`src/rtl/hidman_zx_pkg.sv`:
```
// hidman_zx_pkg: shared types and constants for the CH446Q serial key-matrix
// transmitter.
//   - CH446Q address width and ZX special-key codes (AX=8 column)
//   - ZX keyboard matrix geometry used by the release-all sweep
//   - transmitter FSM state enum and the 8-bit key event struct
//   - sweep_addr(): maps a sweep index to the switch address it releases
package hidman_zx_pkg;

   localparam int CH446_ADDR_W = 7;

   localparam logic [3:0] AX_SPECIAL = 4'd8;
   localparam logic [2:0] AY_MAGIC   = 3'd5;
   localparam logic [2:0] AY_RESET   = 3'd6;
   localparam logic [2:0] AY_PAUSE   = 3'd7;

   localparam int ZX_KEY_ROWS = 8;
   localparam int ZX_KEY_COLS = 5;

   // Ordinary key switches, then the three special switches.
   localparam int SWEEP_MATRIX = ZX_KEY_ROWS * ZX_KEY_COLS;
   localparam int SWEEP_LEN    = SWEEP_MATRIX + 3;

   typedef enum logic [2:0] {
      ST_IDLE       = 3'd0,
      ST_BIT_LO     = 3'd1,
      ST_BIT_HI     = 3'd2,
      ST_DATA_SETUP = 3'd3,
      ST_STROBE     = 3'd4,
      ST_HOLD       = 3'd5
   } tx_state_e;

   typedef struct packed {
      logic [CH446_ADDR_W-1:0] addr;
      logic                    on;
   } ch446_event_t;

   // Index 0..39 walks AY 0..4 (outer) x AX 0..7 (inner); 40..42 are the
   // special switches MAGIC, RESET, PAUSE on the AX=8 column.
   function automatic logic [CH446_ADDR_W-1:0] sweep_addr(input logic [5:0] idx);
      logic [CH446_ADDR_W-1:0] a;
      logic [5:0]              off;
      a   = 7'd0;
      off = idx - 6'(SWEEP_MATRIX);
      if (idx < 6'(SWEEP_MATRIX)) begin
         a = {idx[5:3], 1'b0, idx[2:0]};
      end else begin
         case (off[1:0])
            2'd0:    a = {AY_MAGIC, AX_SPECIAL};
            2'd1:    a = {AY_RESET, AX_SPECIAL};
            default: a = {AY_PAUSE, AX_SPECIAL};
         endcase
      end
      return a;
   endfunction

endpackage

```
`src/rtl/hidman_event_fifo.sv`:
```
// hidman_event_fifo: synchronous first-word-fall-through FIFO.
// Ports:
//   clk, rst_in   clock, asynchronous active-low reset (clears pointers/count)
//   push, push_data   write request and data (ignored when full)
//   pop, pop_data     read request (ignored when empty); pop_data shows the
//                     head entry whenever the FIFO is non-empty
//   full, empty, level   status derived from the registered entry count
module hidman_event_fifo
   import hidman_zx_pkg::*;
#(
   parameter int WIDTH = 8,
   parameter int DEPTH = 8
) (
   input  logic                     clk,
   input  logic                     rst_in,
   input  logic                     push,
   input  logic [WIDTH-1:0]         push_data,
   input  logic                     pop,
   output logic [WIDTH-1:0]         pop_data,
   output logic                     full,
   output logic                     empty,
   output logic [$clog2(DEPTH):0]   level
);

   localparam int PTR_W = $clog2(DEPTH);
   localparam logic [PTR_W:0] FULL_CNT = (PTR_W+1)'(DEPTH);

   logic [WIDTH-1:0] mem_r [DEPTH];
   logic [PTR_W-1:0] wr_ptr_r;
   logic [PTR_W-1:0] rd_ptr_r;
   logic [PTR_W:0]   count_r;
   logic             push_ok_s;
   logic             pop_ok_s;

   assign full      = (count_r == FULL_CNT);
   assign empty     = (count_r == (PTR_W+1)'(0));
   assign level     = count_r;
   assign pop_data  = mem_r[rd_ptr_r];
   assign push_ok_s = push & ~full;
   assign pop_ok_s  = pop & ~empty;

   // Storage array; contents need no reset because count gates visibility.
   always_ff @(posedge clk) begin
      if (push_ok_s) begin
         mem_r[wr_ptr_r] <= push_data;
      end
   end

   // Pointers wrap naturally since DEPTH is a power of two.
   always_ff @(posedge clk or negedge rst_in) begin
      if (!rst_in) begin
         wr_ptr_r <= PTR_W'(0);
         rd_ptr_r <= PTR_W'(0);
         count_r  <= (PTR_W+1)'(0);
      end else begin
         if (push_ok_s) begin
            wr_ptr_r <= wr_ptr_r + PTR_W'(1);
         end
         if (pop_ok_s) begin
            rd_ptr_r <= rd_ptr_r + PTR_W'(1);
         end
         case ({push_ok_s, pop_ok_s})
            2'b10:   count_r <= count_r + (PTR_W+1)'(1);
            2'b01:   count_r <= count_r - (PTR_W+1)'(1);
            default: count_r <= count_r;
         endcase
      end
   end

endmodule

```
`src/rtl/ch446_serial_tx.sv`:
```
// ch446_serial_tx: MCU-side CH446Q serial transmitter (DAT/SK/STB).
// Key events {addr, on} are queued in an FWFT FIFO and sent one frame each:
// 7 address bits MSB-first on SK rising edges, then the switch state on DAT
// latched by a high STB pulse.
// Ports:
//   clk, rst_in          system clock, asynchronous active-low reset
//   ev_valid/ev_ready    event handshake; ev_addr = {AY[2:0],AX[3:0]}, ev_on
//   release_all          full-matrix release request (optional feature)
//   DAT, SK, STB         registered serial link outputs
//   busy, fifo_level     frame in progress / queued entries
// Optional feature macro: CH446_RELEASE_ALL_EN (release_all sweep generator).
module ch446_serial_tx
   import hidman_zx_pkg::*;
#(
   parameter int CLK_DIV    = 4,
   parameter int STB_CYCLES = 2,
   parameter int FIFO_DEPTH = 8
) (
   input  logic                          clk,
   input  logic                          rst_in,
   input  logic                          ev_valid,
   output logic                          ev_ready,
   input  logic [6:0]                    ev_addr,
   input  logic                          ev_on,
   input  logic                          release_all,
   output logic                          DAT,
   output logic                          SK,
   output logic                          STB,
   output logic                          busy,
   output logic [$clog2(FIFO_DEPTH):0]   fifo_level
);

   localparam int          LVL_W    = $clog2(FIFO_DEPTH) + 1;
   localparam logic [15:0] DIV_LAST = 16'(CLK_DIV - 1);
   localparam logic [15:0] STB_LAST = 16'(STB_CYCLES - 1);

   tx_state_e    state_r;
   logic [15:0]  cnt_r;
   logic [2:0]   bit_r;
   ch446_event_t frame_r;
   logic         dat_r;
   logic         sk_r;
   logic         stb_r;
   logic         ready_en_r;
   logic         sweep_active_s;

   logic         fifo_push_s;
   ch446_event_t fifo_din_s;
   logic         fifo_pop_s;
   ch446_event_t fifo_dout_s;
   logic         fifo_full_s;
   logic         fifo_empty_s;

   assign DAT        = dat_r;
   assign SK         = sk_r;
   assign STB        = stb_r;
   assign ev_ready   = ready_en_r & ~fifo_full_s & ~sweep_active_s;
   assign busy       = (state_r != ST_IDLE) | (fifo_level != LVL_W'(0));
   assign fifo_pop_s = (state_r == ST_IDLE) & ~fifo_empty_s;

   // Holds ev_ready low during reset and for the cycle it is released in.
   always_ff @(posedge clk or negedge rst_in) begin
      if (!rst_in) begin
         ready_en_r <= 1'b0;
      end else begin
         ready_en_r <= 1'b1;
      end
   end

`ifdef CH446_RELEASE_ALL_EN
   logic       rel_prev_r;
   logic       sweep_active_r;
   logic [5:0] sweep_idx_r;

   assign sweep_active_s = sweep_active_r;

   // Sweep generator: armed by a release_all rising edge, emits one off-event
   // per cycle while the FIFO has room; further edges are ignored meanwhile.
   always_ff @(posedge clk or negedge rst_in) begin
      if (!rst_in) begin
         rel_prev_r     <= 1'b0;
         sweep_active_r <= 1'b0;
         sweep_idx_r    <= 6'd0;
      end else begin
         rel_prev_r <= release_all;
         if (sweep_active_r) begin
            if (!fifo_full_s) begin
               sweep_idx_r <= sweep_idx_r + 6'd1;
               if (sweep_idx_r == 6'(SWEEP_LEN - 1)) begin
                  sweep_active_r <= 1'b0;
               end
            end
         end else if (release_all && !rel_prev_r) begin
            sweep_active_r <= 1'b1;
            sweep_idx_r    <= 6'd0;
         end
      end
   end

   // FIFO write source: the sweep owns the FIFO input while it runs.
   always_comb begin
      fifo_push_s = 1'b0;
      fifo_din_s  = 8'h00;
      if (sweep_active_r) begin
         fifo_push_s = ~fifo_full_s;
         fifo_din_s  = {sweep_addr(sweep_idx_r), 1'b0};
      end else begin
         fifo_push_s = ev_valid & ev_ready;
         fifo_din_s  = {ev_addr, ev_on};
      end
   end
`else
   logic unused_release_all;

   assign unused_release_all = release_all;
   assign sweep_active_s     = 1'b0;

   // FIFO write source: external events only.
   always_comb begin
      fifo_push_s = ev_valid & ev_ready;
      fifo_din_s  = {ev_addr, ev_on};
   end
`endif

   hidman_event_fifo #(
      .WIDTH (8),
      .DEPTH (FIFO_DEPTH)
   ) u_fifo (
      .clk       (clk),
      .rst_in    (rst_in),
      .push      (fifo_push_s),
      .push_data (fifo_din_s),
      .pop       (fifo_pop_s),
      .pop_data  (fifo_dout_s),
      .full      (fifo_full_s),
      .empty     (fifo_empty_s),
      .level     (fifo_level)
   );

   // Frame sequencer. Outputs are registered together with the state they
   // belong to, so DAT only moves on the same edge SK falls (or in IDLE).
   always_ff @(posedge clk or negedge rst_in) begin
      if (!rst_in) begin
         state_r <= ST_IDLE;
         cnt_r   <= 16'd0;
         bit_r   <= 3'd0;
         frame_r <= 8'h00;
         dat_r   <= 1'b0;
         sk_r    <= 1'b0;
         stb_r   <= 1'b0;
      end else begin
         case (state_r)
            ST_IDLE: begin
               sk_r  <= 1'b0;
               stb_r <= 1'b0;
               cnt_r <= 16'd0;
               if (!fifo_empty_s) begin
                  frame_r <= fifo_dout_s;
                  bit_r   <= 3'd6;
                  dat_r   <= fifo_dout_s.addr[6];
                  state_r <= ST_BIT_LO;
               end else begin
                  dat_r <= 1'b0;
               end
            end
            ST_BIT_LO: begin
               if (cnt_r == DIV_LAST) begin
                  cnt_r   <= 16'd0;
                  sk_r    <= 1'b1;
                  state_r <= ST_BIT_HI;
               end else begin
                  cnt_r <= cnt_r + 16'd1;
               end
            end
            ST_BIT_HI: begin
               if (cnt_r == DIV_LAST) begin
                  cnt_r <= 16'd0;
                  sk_r  <= 1'b0;
                  if (bit_r != 3'd0) begin
                     bit_r   <= bit_r - 3'd1;
                     dat_r   <= frame_r.addr[bit_r - 3'd1];
                     state_r <= ST_BIT_LO;
                  end else begin
                     dat_r   <= frame_r.on;
                     state_r <= ST_DATA_SETUP;
                  end
               end else begin
                  cnt_r <= cnt_r + 16'd1;
               end
            end
            ST_DATA_SETUP: begin
               if (cnt_r == DIV_LAST) begin
                  cnt_r   <= 16'd0;
                  stb_r   <= 1'b1;
                  state_r <= ST_STROBE;
               end else begin
                  cnt_r <= cnt_r + 16'd1;
               end
            end
            ST_STROBE: begin
               if (cnt_r == STB_LAST) begin
                  cnt_r   <= 16'd0;
                  stb_r   <= 1'b0;
                  state_r <= ST_HOLD;
               end else begin
                  cnt_r <= cnt_r + 16'd1;
               end
            end
            ST_HOLD: begin
               if (cnt_r == DIV_LAST) begin
                  cnt_r   <= 16'd0;
                  dat_r   <= 1'b0;
                  state_r <= ST_IDLE;
               end else begin
                  cnt_r <= cnt_r + 16'd1;
               end
            end
            default: begin
               cnt_r   <= 16'd0;
               dat_r   <= 1'b0;
               sk_r    <= 1'b0;
               stb_r   <= 1'b0;
               state_r <= ST_IDLE;
            end
         endcase
      end
   end

endmodule
```
`config.mk`:
```
export PLATFORM = sky130hd
export DESIGN_NAME = ch446_serial_tx
export DESIGN_NICKNAME = d
export VERILOG_FILES = /design/src/rtl/hidman_zx_pkg.sv /design/src/rtl/hidman_event_fifo.sv /design/src/rtl/ch446_serial_tx.sv
export SDC_FILE = /design/constraint.sdc
export NUM_CORES = 1
export LEC_CHECK = 0
export CAP_MARGIN = 20
export CELL_PAD_IN_SITES_DETAIL_PLACEMENT = 0
export CELL_PAD_IN_SITES_GLOBAL_PLACEMENT = 1
export CORE_MARGIN = 1
export CORE_UTILIZATION = 41
export CTS_CLUSTER_SIZE = 40
export DETAILED_ROUTE_END_ITERATION = 6
export PLACE_DENSITY_LB_ADDON = 0.25
export SLEW_MARGIN = 25
export SYNTH_ARGS = -nofsm -noshare
export SYNTH_HDL_FRONTEND = slang
export SYNTH_SLANG_ARGS = --single-unit
export TNS_END_PERCENT = 30
```
`constraint.sdc`:
```
create_clock -name clk -period 3.41 [get_ports clk]
set_input_delay 0.341 -clock clk [delete_from_list [all_inputs] [get_ports clk]]
set_output_delay 0.341 -clock clk [all_outputs]
set_load 0.01 [all_outputs]
```
==> results of run 1 <==
==> path summary, 6_finish.rpt <==
path	from	depth (start not counted)	slack (ps)	endpoint
max	cnt_r[0]$_DFF_PN0_	6	760	cnt_r[9]$_DFF_PN0_
min	rst_in	1	-20	cnt_r[12]$_DFF_PN0_
max reg2reg	cnt_r[0]$_DFF_PN0_	6	760	cnt_r[9]$_DFF_PN0_
min reg2reg	frame_r[7]$_DFFE_PN0P_	2	480	frame_r[7]$_DFFE_PN0P_
max in group asynchronous	rst_in	1	3030	bit_r[1]$_DFFE_PN0P_
min in group clk	frame_r[7]$_DFFE_PN0P_	2	480	frame_r[7]$_DFFE_PN0P_
==> final cells by class <==
class                      count  share of cell area (%)
clock buffer                  10                    4.23
clock inverter                 6                   0.971
inverter                      12                   0.832
multi-input combinational    209                    29.8
sequential                   108                    55.8
tap                          140                    3.24
timing repair buffer          31                    5.13
==> flip-flops by register name, indices dropped and copies added, names as in the netlist <==
| signal | cells |
|---|---|
| DAT | 1 |
| u_fifo.level | 4 |
| bit_r | 3 |
| state_r | 3 |
| ready_en_r | 1 |
| u_fifo.wr_ptr_r | 3 |
| frame_r | 8 |
| u_fifo.mem_r | 64 |
| cnt_r | 16 |
| SK | 1 |
| STB | 1 |
| u_fifo.rd_ptr_r | 3 |
==> where the power goes <==
part	total (uW)	switching, uW	internal, uW
clock	1010	497	511
sequential	1850	241	1610
combinational	1170	559	612
total	4030	1300	2730
==> critical path: stages, from the launching register on <==
cell,delay [ps]
sky130_fd_sc_hd__dfrtp_1,440
sky130_fd_sc_hd__ha_1,250
sky130_fd_sc_hd__or3b_2,480
sky130_fd_sc_hd__or4_4,500
sky130_fd_sc_hd__a32o_2,310
sky130_fd_sc_hd__a31oi_4,440
sky130_fd_sc_hd__nor2_1,100
==> layer usage <==
layer / vias to the layer above / track usage [%]
li1: 1305 / -
met1: 1361 / 21.0
met2: 30 / 24.6
met3: 10 / 4.09
met4: 0 / 5.14
met5: - / 0
==> through the flow <==
stage | hold WS (ps) | utilization [%] | instance area [um2]
after floorplan | 45.4 | - | 4740
after global placement | 459 | 46.5 | 5130
after detailed placement | 472 | 46.5 | 5130
after CTS | 201 | 49.0 | 5410
after global routing | 26.1 | 49.1 | 5410
final | -16.8 | 49.1 | 5410
==> cells by family after synthesis <==
group | after synthesis | synth area share [%]
AOI/OAI and AO/OA | 37 | 5.44
and+or+nand+nor | 109 | 11.0
other | 1 | 0.0791
DFF | 108 | 63.7
muxes | 29 | 10.7
adders and majority gates | 9 | 2.37
xor gates and xnor gates | 24 | 4.43
buffers and inverters | 25 | 2.30
==> Yosys cell counts, types with 3 or more instances <==
cell type / n / share of area [%]
sky130_fd_sc_hd__nand2b_1: 7 / 0.92
sky130_fd_sc_hd__buf_1: 3 / 0.24
sky130_fd_sc_hd__nor3_1: 11 / 1.2
sky130_fd_sc_hd__nand3_1: 7 / 0.74
sky130_fd_sc_hd__edfxtp_1: 64 / 41
sky130_fd_sc_hd__mux4_2: 17 / 8.1
sky130_fd_sc_hd__nor2_1: 34 / 2.7
sky130_fd_sc_hd__or4_4: 3 / 0.71
sky130_fd_sc_hd__a21oi_1: 6 / 0.63
sky130_fd_sc_hd__mux2i_1: 10 / 2.1
sky130_fd_sc_hd__clkbuf_1: 8 / 0.63
sky130_fd_sc_hd__o21ai_0: 14 / 1.5
sky130_fd_sc_hd__xor2_1: 8 / 1.5
sky130_fd_sc_hd__ha_1: 9 / 2.4
sky130_fd_sc_hd__dfrtp_1: 44 / 23
sky130_fd_sc_hd__nand2_1: 31 / 2.5
sky130_fd_sc_hd__inv_1: 12 / 0.95
sky130_fd_sc_hd__nor2b_1: 3 / 0.40
sky130_fd_sc_hd__xnor2_1: 16 / 3.0
==> results summary, run 1 <==
The multi-input combinational cells in the finished layout cover a total of 1610 um2. Once routing completed, OpenROAD measured the worst setup slack at 757 ps. The final clock skew came out at 11.9 ps. After detailed routing, the number of remaining DRC violations is 0. The count of max-cap constraint violations is 0. Leaving out fill and tap cells, the most frequent cells in the layout are sky130_fd_sc_hd__edfxtp_1 (64), sky130_fd_sc_hd__dfrtp_1 (44), sky130_fd_sc_hd__nor2_1 (34), sky130_fd_sc_hd__nand2_1 (31), sky130_fd_sc_hd__clkdlybuf4s50_1 (18).

The post-synthesis sequential element count is 108. The remaining global-route overflow came out at 0. The path category of the worst min-delay check is in2async.

The pre-CTS worst setup slack is 750 ps. The final total negative setup slack came out at 0 ps. The average vias per placed instance came out at 5.24. The worst slew margin relative to its limit came out at 61.3%. The count of final hold-check violations is 30. Global routing used 15.6% of the available tracks. Routed signal wires occupy layers up through met4.

The post-CTS setup buffer count is 0. The number of inserted filler cells in the final layout came out at 978. The leakage power summed over all cells came out at 0.00200 uW. The cell area power density came out at 744 nW/um2. In this run the tool buffered the top-level ports with 19 buffer cells. The final cycle utilization of the critical path is 77.8%. Setup violations remaining at the end of the flow were counted as 0. After layout, the minimum clock period comes to 2650 ps. Each instance of the synthesized netlist takes up on average 13.9 um2.

The proportion of synthesized flip-flops having asynchronous set or reset came out at 40.7%. Buffers inserted to repair hold after CTS numbered 0. The congestion estimate from routability-driven global placement came to 0.714. The cell area after synthesis came out at 4740 um2. The final reports fail on hold timing.

The synthesized design contains 64 enable-type register cells. Pin placement for this block handled 21 I/O pins. The count of clock tree sinks came out at 108. After technology mapping, the gate count stands at 342. The maximum VDD drop came out at 455 uV.

The layout overhead on the synthesized area came out at 14.1%. The overall power is 4030 uW. Summed over all nets, wire length on met2 after detailed routing comes to 3990 um. The number of optimization iterations in the first detailed-route pass came out at 4.

Setup repair after global routing left no endpoint under its margin. The top achievable clock speed is 377 MHz. The number of buffers on the longest clock path came out at 2. The initial antenna violation count came out at 0. The library cell used most frequently in the layout, excluding fill and tap cells, is sky130_fd_sc_hd__edfxtp_1.

The clock tree from TritonCTS is done. The routed layout has 2706 vias. The largest net degree at the start of global routing is 45. The total routed wirelength came out at 8270 um. The final cell count without fillers is 516. The routed length on met1 is 3900 um. The die covers 12000 um2. Yosys printed 0 warnings. Along the worst path, the maximum fanout reaches 16. The CTS H-tree depth is 3. The flow ran to the end, but the final reports show violations.

The height of the die is 110 um. After clock tree synthesis, the clock-pin slew on the worst setup and hold paths is 70 ps. The number of global-route vias before repair came out at 2586. The number of clock buffers added by TritonCTS is 9. The met3 routed wirelength came out at 260 um.

The number of inserted diodes came out at 0. The net count reported at finish is 392. After synthesis, the netlist uses 46 different library cells.

CTS placed an instance of sky130_fd_sc_hd__clkbuf_16 at the clock tree root. The number of violations reported at the end of detailed-routing iteration 0 came out at 187. The share of cells above drive strength 1 came out at 14.9%. The critical path arrival came out at 2870 ps. The overall die width came out at 110 um. The HPWL after detailed placement is 5490 um. The most used flip-flop cell after synthesis is sky130_fd_sc_hd__edfxtp_1.

The routed length per instance is 16.0 um. The effective utilization at floorplan is 43.0%. The area of the core came out at 11000 um2. For the worst setup path, the data required time is 3630 ps.

The post-detailed-route count of antenna-violating nets is 0. The critical path startpoint category is a flop. The insertion delay to the later sink of the worst-skew pair is 350 ps. The final count of pins violating max slew is 0.

The post-synthesis net count is 363. After floorplanning, the core was divided into 38 placement rows. Including well taps, the total number of placed cells is 500. The final worst hold slack is -16.8 ps. The worst-margin pin slew is 580 ps.

The sequential element share of the synthesized area is 63.7%. The worst setup path is of the reg2reg kind. The sequential cells in the finished layout cover a total of 3020 um2. The number of gates resized after CTS was 0. The wire length of the first global-routing pass is 13600 um. STA classifies the critical path endpoint as a flop.
(Power assumes the default switching activity.)
==> inputs of run 2 (changes only) <==
- clock period: 3.41 -> 2.49 ns (I/O delays scaled with it)
==> results summary, run 2 (synthesis results as in run 1) <==
The run finished, with violations left. The final reports fail on hold timing. The path class of the tightest hold or removal check is in2async. The pre-CTS worst setup slack is 135 ps (-615 ps). The slack of the worst reg-to-reg path is 140 ps (-620 ps).

The termination of the worst setup path is DAT$_DFFE_PN0P_. The TritonCTS buffer count came out at 9 (unchanged). The net count reported at finish came out at 407 (+3.8%). The HPWL after detailed placement is 5610 um (+2.1%). The initial antenna violation count came out at 0 (unchanged). The number of placed I/O pins is 21 (unchanged). The final worst hold slack came to -14.0 ps (+2.81 ps). The top achievable clock speed came to 425 MHz (+13%). The critical path is of the reg2reg type. The critical path arrival is 2580 ps (-290 ps). The routed length per instance came out at 15.9 um (-1.1%). The area of the core came out at 11000 um2 (unchanged). The CTS H-tree depth came to 3 (unchanged). The worst-margin pin slew came out at 580 ps (+0.457 ps).

The final critical-path required period came out at 2350 ps (-301 ps). The flip-flop count of the largest register, all copies and words added was 64 (unchanged). The data required time at the worst endpoint came out at 2720 ps (-910 ps). The most numerous cell type found on the critical path is sky130_fd_sc_hd__or4_4. The cell count of the worst reg-to-reg path came out at 6 (unchanged).

The number of optimization iterations in the first detailed-route pass is 4 (unchanged). The largest registers in the layout are u_fifo.mem_r: 64 flops, cnt_r: 16 flops, frame_r: 8 flops. The total routed wirelength is 8420 um (+1.8%).

The via total after detailed routing came out at 2722 (+0.59%). The most frequent standard cell in the layout excluding fill and tap cells is sky130_fd_sc_hd__edfxtp_1. The final clock skew is 8.66 ps (-3.20 ps). The number of global-route vias before repair came out at 2728 (+5.5%).

The number of buffers on the longest clock path is 2 (unchanged). The wire length of the first global-routing pass came out at 13900 um (+1.7%). The largest net degree at the start of global routing is 45 (unchanged). The overall die width came out at 110 um (unchanged). The signal on the critical path passes through or4_4 > or4_4 > buf_4 > a211oi_1 > a311oi_1 > a31o_2. In this run the critical register-to-register path is launched from cnt_r[13]$_DFF_PN0_. The critical path starts at cnt_r[13]$_DFF_PN0_. The number of inserted diodes came to 0 (unchanged). The delay of the slowest cell on the worst path is 570 ps (+70 ps). The slowest stage of the critical path is the sky130_fd_sc_hd__or4_4 cell. The leakage power summed over all cells is 0.00210 uW (+4.7%). The number of violations reported at the end of detailed-routing iteration 0 is 107 (-43%).

The post-route worst setup slack is 138 ps (-619 ps). The worst setup path is captured at a flop. The final total negative setup slack was 0 ps (unchanged). The post-detailed-route count of antenna-violating nets was 0 (unchanged). Setup repair after global routing left no endpoint under its margin. The global routing usage summed across all routing layers is 15.9% (+0.32 points). The number of buffers inserted by hold repair at cts came to 0 (unchanged). The worst slew margin relative to its limit is 61.3% (about the same).

The worst register-to-register path ends at DAT$_DFFE_PN0P_. The average vias per placed instance is 5.13 (-2.3%). The highest fanout seen on the critical path is 6 (-10). The end-of-flow core utilization came out at 50.5% (+1.4 points). The layout overhead on the synthesized area came out at 17.5%. The height of the die is 110 um (unchanged).

The insertion delay to the later sink of the worst-skew pair is 340 ps (about the same). The count of max-cap constraint violations is 0 (unchanged). The number of buffers inserted by port buffering was 19 (unchanged).

The post-route DRC violation count came to 0 (unchanged). The number of inserted filler cells in the final layout is 976 (-0.20%). The tree is rooted in a sky130_fd_sc_hd__clkbuf_16. The clock tree from TritonCTS is done. The total of endpoints with negative setup slack in the final report came to 0 (unchanged).

The final RePlAce weighted congestion is 0.715 (+0.17%). The final cycle utilization of the critical path is 94.5% (+17 points). The maximum VDD drop came out at 639 uV (+40%).

The count of final hold-check violations came out at 15 (-50%). STA classifies the critical path startpoint as a flop. The share of cells above drive strength 1 was 18.7% (+3.8 points). The effective utilization at floorplan came out at 43.0% (unchanged).

The die area is 12000 um2 (unchanged). The remaining global-route overflow came out at 0 (unchanged). The cell area power density came out at 1040 nW/um2 (+40%).

Counting flops per register, the top entry is u_fifo.mem_r. The total area of sequential cells came out at 3020 um2 (unchanged). The area of the multi-input gates came out at 1620 um2 (+0.39%). The final count of pins violating max slew came to 0 (unchanged). The clock transition at the register clock pins on the worst setup and hold paths after CTS is 70 ps (about the same). The count of clock tree sinks came out at 108 (unchanged). In the layout the commonest cells are sky130_fd_sc_hd__edfxtp_1 (64), sky130_fd_sc_hd__dfrtp_1 (44), sky130_fd_sc_hd__nor2_1 (34), sky130_fd_sc_hd__nand2_1 (31), sky130_fd_sc_hd__buf_4 (26). The count of standard-cell rows is 38 (unchanged).
[run 2: cell types whose count changed in the layout (fill, tap and decap cells not counted), sizes merged]
cell,previous run,this run
clkbuf,10,11
inv,16,15
bufinv,0,1
clkinvlp,1,0
buf,13,28
[run 2: critical path: cells and delay by family (launching register included)]
family,cells,cell delay [ps]
AOI/OAI and AO/OA,3,530
buffers and inverters,1,180
and+or+nand+nor,2,1120
DFF,1,410
[run 2: metrics by stage]
step / instances / total power, uW / cell area, um2
6_report: 531 / 5790 / 5570
5_1_grt: 531 / 6160 / 5570
4_1_cts: 531 / 5880 / 5560
3_5_place_dp: 515 / 4400 / 5250
3_3_place_gp: 515 / 4360 / 5250
2_1_floorplan: 342 / 3720 / 4740
[run 2: cell type report]
class                      count  share of cell area [%]
multi-input combinational    209                    29.0
clock inverter                 5                    1.21
clock buffer                  11                    4.36
timing repair buffer          46                    7.19
inverter                      12                   0.809
sequential                   108                    54.3
tap                          140                    3.14
[run 2: report_power, final]
group          switching, uW  internal [uW]  total (uW)
logic                    926            991        1920
registers                208           2200        2410
clock network            640            824        1460
[run 2: worst min-delay path by stage]
| stage | slack, ps | cells after the start | from | endpoint |
|---|---|---|---|---|
| 2_1_floorplan | -50 | 0 | rst_in | DAT$_DFFE_PN0P_ |
| 3_5_place_dp | 380 | 2 | rst_in | cnt_r[14]$_DFF_PN0_ |
| 6_report | -10 | 2 | rst_in | cnt_r[15]$_DFF_PN0_ |
| 3_3_place_gp | 380 | 2 | rst_in | cnt_r[14]$_DFF_PN0_ |
| 4_1_cts | 9 | 2 | rst_in | ready_en_r$_DFF_PN0_ |
| 5_1_grt | 40 | 2 | rst_in | ready_en_r$_DFF_PN0_ |
[run 2: what timing repair did]
| item | in CTS | in global routing |
|---|---|---|
| setup endpoints to repair | 0 | 2 |
| setup buffers | 0 | 0 |
| gates resized for setup | 0 | 2 |
[run 2: metal layers]
layer  global-route usage (%)  part of all wire (%)  vias up
met2                     27.3                    51       35
met5                        0                     0        -
met3                     3.62                   2.5        7
met4                     6.38                   1.5        0
li1                         -                     -     1331
met1                     19.5                    45     1349
